[config.mk]
export PLATFORM = sky130hd
export DESIGN_NAME = uart_loader
export DESIGN_NICKNAME = d
export VERILOG_FILES = /design/src/rtl/uart_loader.sv
export SDC_FILE = /design/constraint.sdc
export NUM_CORES = 1
export LEC_CHECK = 0
export BUFFER_PORTS_ARGS = -buffer_cell sky130_fd_sc_hd__buf_2
export CORE_MARGIN = 3
export CORE_UTILIZATION = 35
export DETAILED_ROUTE_END_ITERATION = 7
export PLACE_DENSITY_LB_ADDON = 0.3
export SLEW_MARGIN = 20
export SYNTH_ARGS = -nofsm -noshare
export SYNTH_HDL_FRONTEND = slang
export SYNTH_SLANG_ARGS = --single-unit
[constraint.sdc]
create_clock -name clk -period 6.2 [get_ports clk]
set_input_delay 0 -clock clk [delete_from_list [all_inputs] [get_ports clk]]
set_output_delay 0 -clock clk [all_outputs]
set_load 0.005 [all_outputs]
[src/rtl/uart_loader.sv]
`default_nettype none
// ============================================================================
// Module   : uart_loader
// Purpose  : Serial boot engine. It polls the UART register interface, takes
//            one framed download (sync, addr, len, data, chk), writes the data
//            to memory and answers with ACK/NAK. Define LOADER_TIMEOUT_EN to add
//            an inter-byte timeout.
// Revision : 1.0 - initial release
// ============================================================================
module uart_loader #(
    parameter logic [7:0]  SYNC_BYTE      = 8'h55,
    parameter logic [7:0]  ACK_BYTE       = 8'h06,
    parameter logic [7:0]  NAK_BYTE       = 8'h15,
    parameter int unsigned TIMEOUT_CYCLES = 3200000
) (
    input  logic        clk,
    input  logic        reset,
    input  logic        start,
    input  logic [7:0]  u_dout,
    output logic [7:0]  u_din,
    output logic        u_a0,
    output logic        u_rnw,
    output logic        u_cs_b,
    output logic [15:0] mem_addr,
    output logic [7:0]  mem_wdata,
    output logic        mem_we,
    output logic        busy,
    output logic        done,
    output logic        error
);

    localparam logic [2:0] c_S_IDLE     = 3'd0;
    localparam logic [2:0] c_S_POLL_RX  = 3'd1;
    localparam logic [2:0] c_S_READ_RX  = 3'd2;
    localparam logic [2:0] c_S_PARSE    = 3'd3;
    localparam logic [2:0] c_S_POLL_TX  = 3'd4;
    localparam logic [2:0] c_S_WRITE_TX = 3'd5;
    localparam logic [2:0] c_S_FINISH   = 3'd6;

    localparam logic [2:0] c_F_SYNC = 3'd0;
    localparam logic [2:0] c_F_AH   = 3'd1;
    localparam logic [2:0] c_F_AL   = 3'd2;
    localparam logic [2:0] c_F_LEN  = 3'd3;
    localparam logic [2:0] c_F_DATA = 3'd4;
    localparam logic [2:0] c_F_CHK  = 3'd5;

    logic [2:0]  r_state;
    logic [2:0]  r_field;
    logic [7:0]  r_byte;
    logic [7:0]  r_addr_hi;
    logic [15:0] r_addr;
    logic [8:0]  r_remain;
    logic [7:0]  r_sum;
    logic [7:0]  r_reply;
    logic        r_error;
    logic        r_last_acc;

    logic        w_want;
    logic        w_acc;
    logic        w_write;
    logic        w_tmo_hit;
    logic [7:0]  w_sum_next;

    always_comb begin
        w_want = 1'b0;
        case (r_state)
            c_S_POLL_RX, c_S_READ_RX, c_S_POLL_TX, c_S_WRITE_TX: w_want = 1'b1;
            default: w_want = 1'b0;
        endcase
    end

    // An access is granted only if the previous cycle was idle on the bus, so
    // chip select never stays low across two cycles; reset kills it at once.
    assign w_acc   = w_want && !r_last_acc && !reset;
    assign w_write = w_acc && (r_state == c_S_WRITE_TX);

    assign u_cs_b     = !w_acc;
    assign u_rnw      = !w_write;
    assign u_a0       = w_acc && ((r_state == c_S_READ_RX) || (r_state == c_S_WRITE_TX));
    assign u_din      = w_write ? r_reply : 8'h00;
    assign mem_we     = (r_state == c_S_PARSE) && (r_field == c_F_DATA) && !reset;
    assign mem_addr   = r_addr;
    assign mem_wdata  = r_byte;
    assign busy       = (r_state != c_S_IDLE) && (r_state != c_S_FINISH);
    assign done       = (r_state == c_S_FINISH);
    assign error      = r_error;
    assign w_sum_next = r_sum + r_byte;

`ifdef LOADER_TIMEOUT_EN
    localparam int c_TMO_W = $clog2(TIMEOUT_CYCLES + 1);
    localparam logic [c_TMO_W-1:0] c_TMO_LAST = c_TMO_W'(TIMEOUT_CYCLES - 1);

    logic [c_TMO_W-1:0] r_tmo;

    // Counts only while a frame is in progress; hunting for SYNC never times out.
    always_ff @(posedge clk) begin
        if (reset) begin
            r_tmo <= '0;
        end else if ((r_state == c_S_READ_RX) || (r_state == c_S_IDLE)) begin
            r_tmo <= '0;
        end else if ((r_state == c_S_POLL_RX) && (r_field != c_F_SYNC) &&
                     (r_tmo != c_TMO_LAST)) begin
            r_tmo <= r_tmo + 1'b1;
        end
    end

    assign w_tmo_hit = (r_state == c_S_POLL_RX) && (r_field != c_F_SYNC) &&
                       (r_tmo == c_TMO_LAST);
`else
    assign w_tmo_hit = 1'b0;
`endif

    always_ff @(posedge clk) begin
        if (reset) begin
            r_state    <= c_S_IDLE;
            r_field    <= c_F_SYNC;
            r_byte     <= 8'h00;
            r_addr_hi  <= 8'h00;
            r_addr     <= 16'h0000;
            r_remain   <= 9'd0;
            r_sum      <= 8'h00;
            r_reply    <= 8'h00;
            r_error    <= 1'b0;
            r_last_acc <= 1'b0;
        end else begin
            r_last_acc <= w_acc;
            case (r_state)
                c_S_IDLE: begin
                    if (start) begin
                        r_state <= c_S_POLL_RX;
                        r_field <= c_F_SYNC;
                        r_sum   <= 8'h00;
                        r_error <= 1'b0;
                    end
                end
                c_S_POLL_RX: begin
                    if (w_acc && u_dout[6]) begin
                        r_state <= c_S_READ_RX;
                    end else if (w_tmo_hit) begin
                        r_reply <= NAK_BYTE;
                        r_error <= 1'b1;
                        r_state <= c_S_POLL_TX;
                    end
                end
                c_S_READ_RX: begin
                    if (w_acc) begin
                        r_byte  <= u_dout;
                        r_state <= c_S_PARSE;
                    end
                end
                c_S_PARSE: begin
                    r_state <= c_S_POLL_RX;
                    case (r_field)
                        c_F_SYNC: begin
                            if (r_byte == SYNC_BYTE) r_field <= c_F_AH;
                        end
                        c_F_AH: begin
                            r_addr_hi <= r_byte;
                            r_sum     <= w_sum_next;
                            r_field   <= c_F_AL;
                        end
                        c_F_AL: begin
                            r_addr  <= {r_addr_hi, r_byte};
                            r_sum   <= w_sum_next;
                            r_field <= c_F_LEN;
                        end
                        c_F_LEN: begin
                            r_remain <= (r_byte == 8'h00) ? 9'd256 : {1'b0, r_byte};
                            r_sum    <= w_sum_next;
                            r_field  <= c_F_DATA;
                        end
                        c_F_DATA: begin
                            // mem_we is high this cycle; advance to the next address
                            r_addr   <= r_addr + 16'd1;
                            r_sum    <= w_sum_next;
                            r_remain <= r_remain - 9'd1;
                            if (r_remain == 9'd1) r_field <= c_F_CHK;
                        end
                        c_F_CHK: begin
                            if (w_sum_next == 8'h00) begin
                                r_reply <= ACK_BYTE;
                            end else begin
                                r_reply <= NAK_BYTE;
                                r_error <= 1'b1;
                            end
                            r_state <= c_S_POLL_TX;
                        end
                        default: r_field <= c_F_SYNC;
                    endcase
                end
                c_S_POLL_TX: begin
                    if (w_acc && !u_dout[7]) r_state <= c_S_WRITE_TX;
                end
                c_S_WRITE_TX: begin
                    if (w_acc) r_state <= c_S_FINISH;
                end
                c_S_FINISH: r_state <= c_S_IDLE;
                default:    r_state <= c_S_IDLE;
            endcase
        end
    end

endmodule
`default_nettype wire

==> run summary, run 1 <==
Die Height -> 106 µm
PD cells -> 242 nW/µm²
later-pin clock latency in the skew report -> 0.34 ns
Fmax -> 395 MHz
die outline area -> 11200 µm²
status -> finished clean
hold crit path type -> in -> reg
TNS Setup -> 0 ns
Slew headroom -> 0.475
post-route ant nets -> 0
Worst Tran Pin Value -> 0.779 ns
diode count -> 0
VDD IR-drop max -> 0.114 mV
Filler cells -> 991
Period minus WS final -> 2.53 ns
Post-Synthesis Cells -> 448
Worst Clk Skew -> 0.0113 ns
Async SR Flop Fraction -> 0
Post-DP Area -> 3760 µm²
post-synth cell types -> 57
Mapped Area -> 3480 µm²
Nets -> 511
most common cell after layout, fill and taps aside -> dfxtp_1
Multi-input gate area -> 2120 µm²
area grow syn2layout -> 17.5%
initial antenna violation count -> 0
final hold violation count -> 0
CTS tree -> yes
vias -> 3391
via/cell ratio -> 5.44
clock buffer depth -> 2
Rows -> 35
placed wire-length estimate -> 6.44 mm
GRT Total Usage -> 0.173
adder-cell share of the synthesized area -> 0.0417
number of global-route vias before repair -> 3109
final-report max-slew violation count -> 0
drt initial violations -> 184
TritonCTS Sinks -> 60
Lkg Pwr -> 0.00174 µW
critical path launch point type -> flop
kind of critical path -> reg -> reg
global route overflow -> 0
Reg clk slew, reported paths -> 0.07 ns
Worst setup EP type -> flop
register area -> 1200 µm²
first-pass GRT wire length -> 15.7 mm
# DRC -> 0
Max-Cap Viols -> 0
arrival time worst endpoint -> 2.77 ns
RePlAce Congestion -> 0.852
CTS Root Cell -> clkbuf_8
mux cell area share after synthesis -> 0.0403
period utilisation layout -> 0.408
top_reg_cell synth -> dfxtp_1
effective utilization at floorplan -> 0.368
Synth Area in Simple Gates -> 0.298
H-tree level count -> 3
I/O Buffers -> 45
Post-Synth XOR/XNOR Area -> 0.0176
Seq/Total Area, Yosys -> 0.345
Compound-Gate Fraction of Synth Area -> 0.207
synth warn -> 0
die span in x -> 106 µm
most frequent cells in the layout -> dfxtp_1 (60), nand2_1 (54), nor2_1 (52), buf_2 (44), a21oi_1 (40)
main combinational cell family by area after synthesis -> simple AND/OR/NAND/NOR gates
area of the core -> 9460 µm²
unrepaired setup endpoints after global routing -> false
Post-synth EDFFs -> 0
pin count of the biggest net entering global routing -> 64
Finish-stage setup viols -> 0
first-pass detailed-route iteration total -> 5
share of cells above drive strength 1 -> 0.152
drt wl/cell -> 15.1 µm
WL final -> 9.43 mm
Req. time, crit path -> 6.44 ns
num ports -> 50
Syn Area/Cell -> 7.77 µm²
cts bufs inserted -> 9
fin area -> 4090 µm²
Critical Path Fanout Max -> 8
post-synthesis register bit count -> 60
[routing by layer]
metal | up-vias | global-route usage | routed length, µm
met5 | - | 0 | 0
met2 | 94 | 0.270 | 4370
li1 | 1696 | - | -
met1 | 1581 | 0.234 | 4370
met4 | 0 | 0.0463 | 201
met3 | 20 | 0.0496 | 487
[area by class of cell]
cell class	count	area share
Sequential cell	60	0.294
Clock buffer	12	0.0404
Tap cell	129	0.0395
Inverter	8	0.00734
Multi-Input combinational cell	353	0.519
Clock inverter	4	0.0171
Timing Repair Buffer	57	0.0832
[synthesized netlist by cell type (all sizes together) (3+ instances only)]
master	count	share of area
a22oi	4	0.0086
nand4	5	0.0090
buf	13	0.022
o31ai	4	0.0086
or4	3	0.0065
dfxtp	60	0.35
a221oi	3	0.0075
o211ai	3	0.0065
mux2i	14	0.040
nor3	10	0.017
nand2	54	0.058
a311oi	4	0.010
o21ai	34	0.049
nand3b	13	0.032
nor2	52	0.056
nor4b	4	0.010
and3b	3	0.0075
a21o	3	0.0065
xor2	4	0.010
or2	3	0.0054
inv	8	0.0086
nor4	3	0.0054
xnor2	3	0.0075
nor3b	4	0.010
a21oi	40	0.058
clkbuf	17	0.018
or3b	5	0.013
or3	8	0.015
a31oi	3	0.0054
ha	10	0.036
a211oi	8	0.021
and2	5	0.0090
nand3	20	0.029
and3	3	0.0054
[flip-flops by register name, indices dropped and copies added (netlist names)]
name        flops
r_reply         3
r_addr_hi       8
r_sum           8
r_remain        9
mem_addr       16
mem_wdata       8
r_state         3
r_field         3
r_last_acc      1
error           1
[path summary, 6_finish.rpt]
path                                    from    endpoint  slack, ns  depth (start not counted)
worst min register to register      r_sum[3]    r_sum[3]       0.46                          2
worst max register to register  mem_wdata[0]  r_reply[0]       3.67                          7
worst max-delay path            mem_wdata[0]  r_reply[0]       3.67                          7
worst min-delay path                   reset  r_state[2]       0.15                          2
[cell families after synthesis]
family / count (synthesis)
simple gates: 200
compound gates: 117
flops: 60
buf+inv: 38
mux: 14
fa+ha+maj: 11
xor+xnor: 7
other cells: 1
[power breakdown]
| part | switching [µW] | internal (µW) |
|---|---|---|
| combinational | 84.5 | 60.2 |
| sequential | 29.4 | 398 |
| clock | 158 | 258 |
[worst max-delay path, stage by stage (launching register included)]
cell	delay (ns)
dfxtp_1	0.38
ha_1	0.28
fa_1	0.42
a211oi_1	0.41
nor4b_1	0.11
nand4b_1	0.22
or2_2	0.33
o31a_1	0.28
[repair_timing]
item                       in CTS  in global routing
setup endpoints to repair       0                  0
gates resized for setup         0                  0
hold buffers                    9                  0
hold endpoints to repair        9                  0
setup buffers                   0                  0
[per-stage QoR]
stage | power [µW] | hold WS (ns) | instances | setup slack, ns | utilization
2_1_floorplan | 527 | 0.0989 | 451 | 3.85 | -
3_3_place_gp | 572 | 0.188 | 598 | 3.76 | 0.398
3_5_place_dp | 575 | 0.193 | 598 | 3.69 | 0.398
4_1_cts | 996 | 0.351 | 623 | 3.67 | 0.432
5_1_grt | 1030 | 0.199 | 623 | 3.45 | 0.432
6_report | 988 | 0.150 | 623 | 3.67 | 0.432
No activity file was read; power rests on OpenSTA's default activity.
==> inputs of run 2 (changes only) <==
==> constraint.sdc (replaced) <==
create_clock -name clk -period 2.5 [get_ports clk]
set_input_delay 0 -clock clk [delete_from_list [all_inputs] [get_ports clk]]
set_output_delay 0 -clock clk [all_outputs]
set_load 0.005 [all_outputs]
==> run summary, run 2 (same netlist as run 1, synthesis figures left out) <==
GRT Total Usage -> 0.169
hold crit path type -> in -> reg
first-pass GRT wire length -> 15.6 mm
Rows -> 35
dpl ws -> 0.0564 ns
diode count -> 0
effective utilization at floorplan -> 0.368
worst r2r src -> mem_wdata[0]
arrival time worst endpoint -> 2.62 ns
crit-path cells -> ha_1, fa_2, xor2_1, or3_2, a2111o_1, o31a_1
Critical Path Max Stage Delay -> 0.46 ns
Critical Path Fanout Max -> 3
Hold Crit Depth -> 3
RePlAce Congestion -> 0.855
CP max-delay cell -> a2111o_1
num ports -> 50
VDD IR-drop max -> 0.283 mV
critical path launch point -> mem_wdata[0]
die outline area -> 11200 µm²
placed wire-length estimate -> 6.50 mm
Lkg Pwr -> 0.00177 µW
most frequent cells in the layout -> dfxtp_1 (60), nand2_1 (54), nor2_1 (52), buf_2 (45), a21oi_1 (40)
Max-Cap Viols -> 0
WL final -> 9.34 mm
via/cell ratio -> 5.43
post-route ant nets -> 0
pin count of the biggest net entering global routing -> 63
r2r endpoint -> r_reply[0]
I/O Buffers -> 45
first-pass detailed-route iteration total -> 5
# DRC -> 0
Worst setup EP type -> flop
Multi-input gate area -> 2130 µm²
Die Height -> 106 µm
Finish-stage setup viols -> 0
Filler cells -> 969
Period minus WS final -> 2.38 ns
Worst Tran Pin Value -> 0.772 ns
PD cells -> 557 nW/µm²
Fmax -> 420 MHz
later-pin clock latency in the skew report -> 0.34 ns
status -> finished clean
share of cells above drive strength 1 -> 0.174
Nets -> 523
Slew headroom -> 0.480
clock buffer depth -> 2
TritonCTS Sinks -> 60
H-tree level count -> 3
critical path launch point type -> flop
fin area -> 4140 µm²
Worst Clk Skew -> 0.00992 ns
initial antenna violation count -> 0
CTS Root Cell -> clkbuf_8
area of the core -> 9460 µm²
Reg clk slew, reported paths -> 0.07 ns
number of global-route vias before repair -> 3155
register area -> 1200 µm²
max reg flops -> 16
drt initial violations -> 155
CTS tree -> yes
TNS Setup -> 0 ns
R2R Setup Slk -> 0.12 ns
setup bufs post-CTS -> 0
Req. time, crit path -> 2.74 ns
cts bufs inserted -> 9
PnR worst setup slack -> 0.121 ns
period utilisation layout -> 0.952
hold endpoint -> r_last_acc
final hold violation count -> 0
FF-to-FF path depth -> 6
die span in x -> 106 µm
area grow syn2layout -> 18.9%
kind of critical path -> reg -> reg
vias -> 3443
global route overflow -> 0
drt wl/cell -> 14.7 µm
final-report max-slew violation count -> 0
most common cell after layout, fill and taps aside -> dfxtp_1
unrepaired setup endpoints after global routing -> false
hold path startpoint -> reset
Post-DP Area -> 3850 µm²
## run 2: worst max-delay path by stage
stage | endpoint
after floorplan | error
after global placement | r_reply[0]
after detailed placement | r_reply[0]
after CTS | r_reply[0]
after global routing | r_reply[0]
final | r_reply[0]
## run 2: what timing repair did
item                                    4_1_cts  5_1_grt
gates resized for setup                       0        2
hold endpoints to repair                      9        0
hold buffers                                  9        0
endpoints found under the setup margin        0        3
## run 2: worst max-delay path: cells and delay by family, from the launching register on
| kind | cells | cell delay (ns) |
|---|---|---|
| adder cells (fa/ha/maj) | 2 | 0.64 |
| XOR/XNOR | 1 | 0.19 |
| AND/OR/NAND/NOR | 1 | 0.42 |
| flip-flops | 1 | 0.32 |
| AO/OA/AOI/OAI | 2 | 0.71 |
## run 2: metal layers
metal	up-vias	wire, µm	GRT usage
met5	-	0	0
met4	0	112	0.0426
met3	13	532	0.0398
met2	103	4390	0.278
met1	1607	4310	0.222
li1	1720	-	-
## run 2: area by class of cell
cell class | instances | share of cell area
clock inverters | 5 | 0.0127
well taps | 129 | 0.0390
repair buffers | 69 | 0.103
multi-input cells | 353 | 0.514
clock buffers | 10 | 0.0333
inverters | 8 | 0.00726
flip-flops and latches | 60 | 0.290
## run 2: metrics by stage
stage	instances	power [µW]	util	hold WS, ns
after floorplan	451	1310	-	0.0989
after global placement	610	1450	0.407	0.183
after detailed placement	610	1450	0.407	0.195
after CTS	634	2330	0.437	0.0119
after global routing	634	2430	0.438	0.0443
final	634	2310	0.438	0.0319
## run 2: power by group
part           leakage, µW  switching (µW)  internal [µW]
Combinational      0.00119             238            167
Clock            0.0000979             388            476
Sequential        0.000484            52.5            986
==> inputs of run 3 (changes only) <==
--- a/config.mk
+++ b/config.mk
@@ -10,6 +10,7 @@
 export CORE_UTILIZATION = 35
 export DETAILED_ROUTE_END_ITERATION = 7
 export PLACE_DENSITY_LB_ADDON = 0.3
+export RECOVER_POWER = 100
 export SLEW_MARGIN = 20
 export SYNTH_ARGS = -nofsm -noshare
 export SYNTH_HDL_FRONTEND = slang
==> run summary, run 3 (same netlist as run 1, synthesis figures left out) <==
critical path launch point -> mem_wdata[0]
kind of critical path -> reg -> reg
number of global-route vias before repair -> 3155
Filler cells -> 987
Req. time, crit path -> 2.74 ns
unrepaired setup endpoints after global routing -> false
setup bufs post-CTS -> 0
switching share of power -> 0.294
Nets -> 523
combinational power share -> 0.170
die span in x -> 106 µm
max reg flops -> 16
Finish-stage setup viols -> 0
first-pass detailed-route iteration total -> 4
via/cell ratio -> 5.43
vias -> 3444
num ports -> 50
hold crit path type -> in -> reg
RePlAce Congestion -> 0.855
Worst setup EP type -> flop
area of the core -> 9460 µm²
fin area -> 4070 µm²
Clk pwr share -> 0.377
initial antenna violation count -> 0
arrival time worst endpoint -> 2.61 ns
Critical Path Fanout Max -> 3
clock buffer depth -> 2
Reg clk slew, reported paths -> 0.07 ns
Lkg Pwr -> 0.00164 µW
hold path startpoint -> reset
# DRC -> 0
Max-Cap Viols -> 0
TNS Setup -> 0 ns
post-route ant nets -> 0
later-pin clock latency in the skew report -> 0.35 ns
placed wire-length estimate -> 6.50 mm
CTS tree -> yes
area grow syn2layout -> 16.9%
final-report max-slew violation count -> 0
CTS Root Cell -> clkbuf_8
diode count -> 0
Multi-input gate area -> 2110 µm²
worst r2r src -> mem_wdata[0]
PD cells -> 562 nW/µm²
cts bufs inserted -> 9
Post-DP Area -> 3850 µm²
total power draw -> 2290 µW
Slew headroom -> 0.492
share of cells above drive strength 1 -> 0.121
Die Height -> 106 µm
Worst Clk Skew -> 0.0110 ns
most frequent cells in the layout -> dfxtp_1 (60), nand2_1 (54), nor2_1 (52), a21oi_1 (40), o21ai_0 (29)
cell internal pwr -> 1610 µW
Fmax -> 421 MHz
Seq pwr share -> 0.453
pin count of the biggest net entering global routing -> 63
most common cell after layout, fill and taps aside -> dfxtp_1
drt initial violations -> 176
VDD IR-drop max -> 0.280 mV
TritonCTS Sinks -> 60
critical path launch point type -> flop
status -> finished clean
Psw -> 673 µW
Worst Tran Pin Value -> 0.754 ns
Rows -> 35
die outline area -> 11200 µm²
I/O Buffers -> 45
drt wl/cell -> 14.9 µm
GRT Total Usage -> 0.169
register area -> 1200 µm²
H-tree level count -> 3
first-pass GRT wire length -> 15.6 mm
effective utilization at floorplan -> 0.368
final hold violation count -> 0
period utilisation layout -> 0.950
WL final -> 9.43 mm
Period minus WS final -> 2.37 ns
global route overflow -> 0
-- run 3: final cells by class --
class | instances | share of cell area
timing repair buffer | 69 | 0.0920
multi-input combinational | 353 | 0.519
sequential | 60 | 0.295
tap | 129 | 0.0397
clock buffer | 10 | 0.0338
inverter | 8 | 0.00738
clock inverter | 5 | 0.0129
-- run 3: worst max-delay path: stages (launching register included) --
cell,delay (ns)
dfxtp_1,0.32
ha_1,0.25
fa_2,0.39
xor2_1,0.19
or3_2,0.42
a2111o_1,0.46
o31a_1,0.25
-- run 3: metal layers --
metal,global-route usage,up-vias,part of all wire,wire length [µm]
li1,-,1714,-,-
met1,0.222,1609,0.47,4460
met2,0.278,103,0.46,4360
met3,0.0398,18,0.050,471
met4,0.0426,0,0.014,132
met5,0,-,0,0
-- run 3: power by group through the flow --
stage / clock (µW) / sequential [µW] / combinational, µW
CTS: 891 / 1040 / 405
global placement: 0 / 1060 / 389
floorplan: 0 / 1040 / 264
detailed placement: 0 / 1060 / 392
global route: 933 / 1040 / 434
finish: 862 / 1030 / 390
-- run 3: through the flow --
step	std cells	setup WS (ns)	hold WS (ns)	util
after detailed placement	610	0.0564	0.195	0.407
after CTS	634	0.0466	0.0119	0.437
after global routing	634	0.00883	0.0556	0.430
after global placement	610	0.142	0.183	0.407
after floorplan	451	0.153	0.0989	-
final	634	0.125	0.0421	0.430
-- run 3: final timing paths --
check,to,cells after the start,slack (ns)
max,r_reply[0],6,0.13
max reg2reg,r_reply[0],6,0.13
min,r_last_acc,3,0.04
min reg2reg,r_sum[2],2,0.46
-- run 3: repair_timing --
item                       CTS  global route
hold buffers                 9             0
setup endpoints to repair    0             3
hold endpoints to repair     9             0
resized for setup            0             2
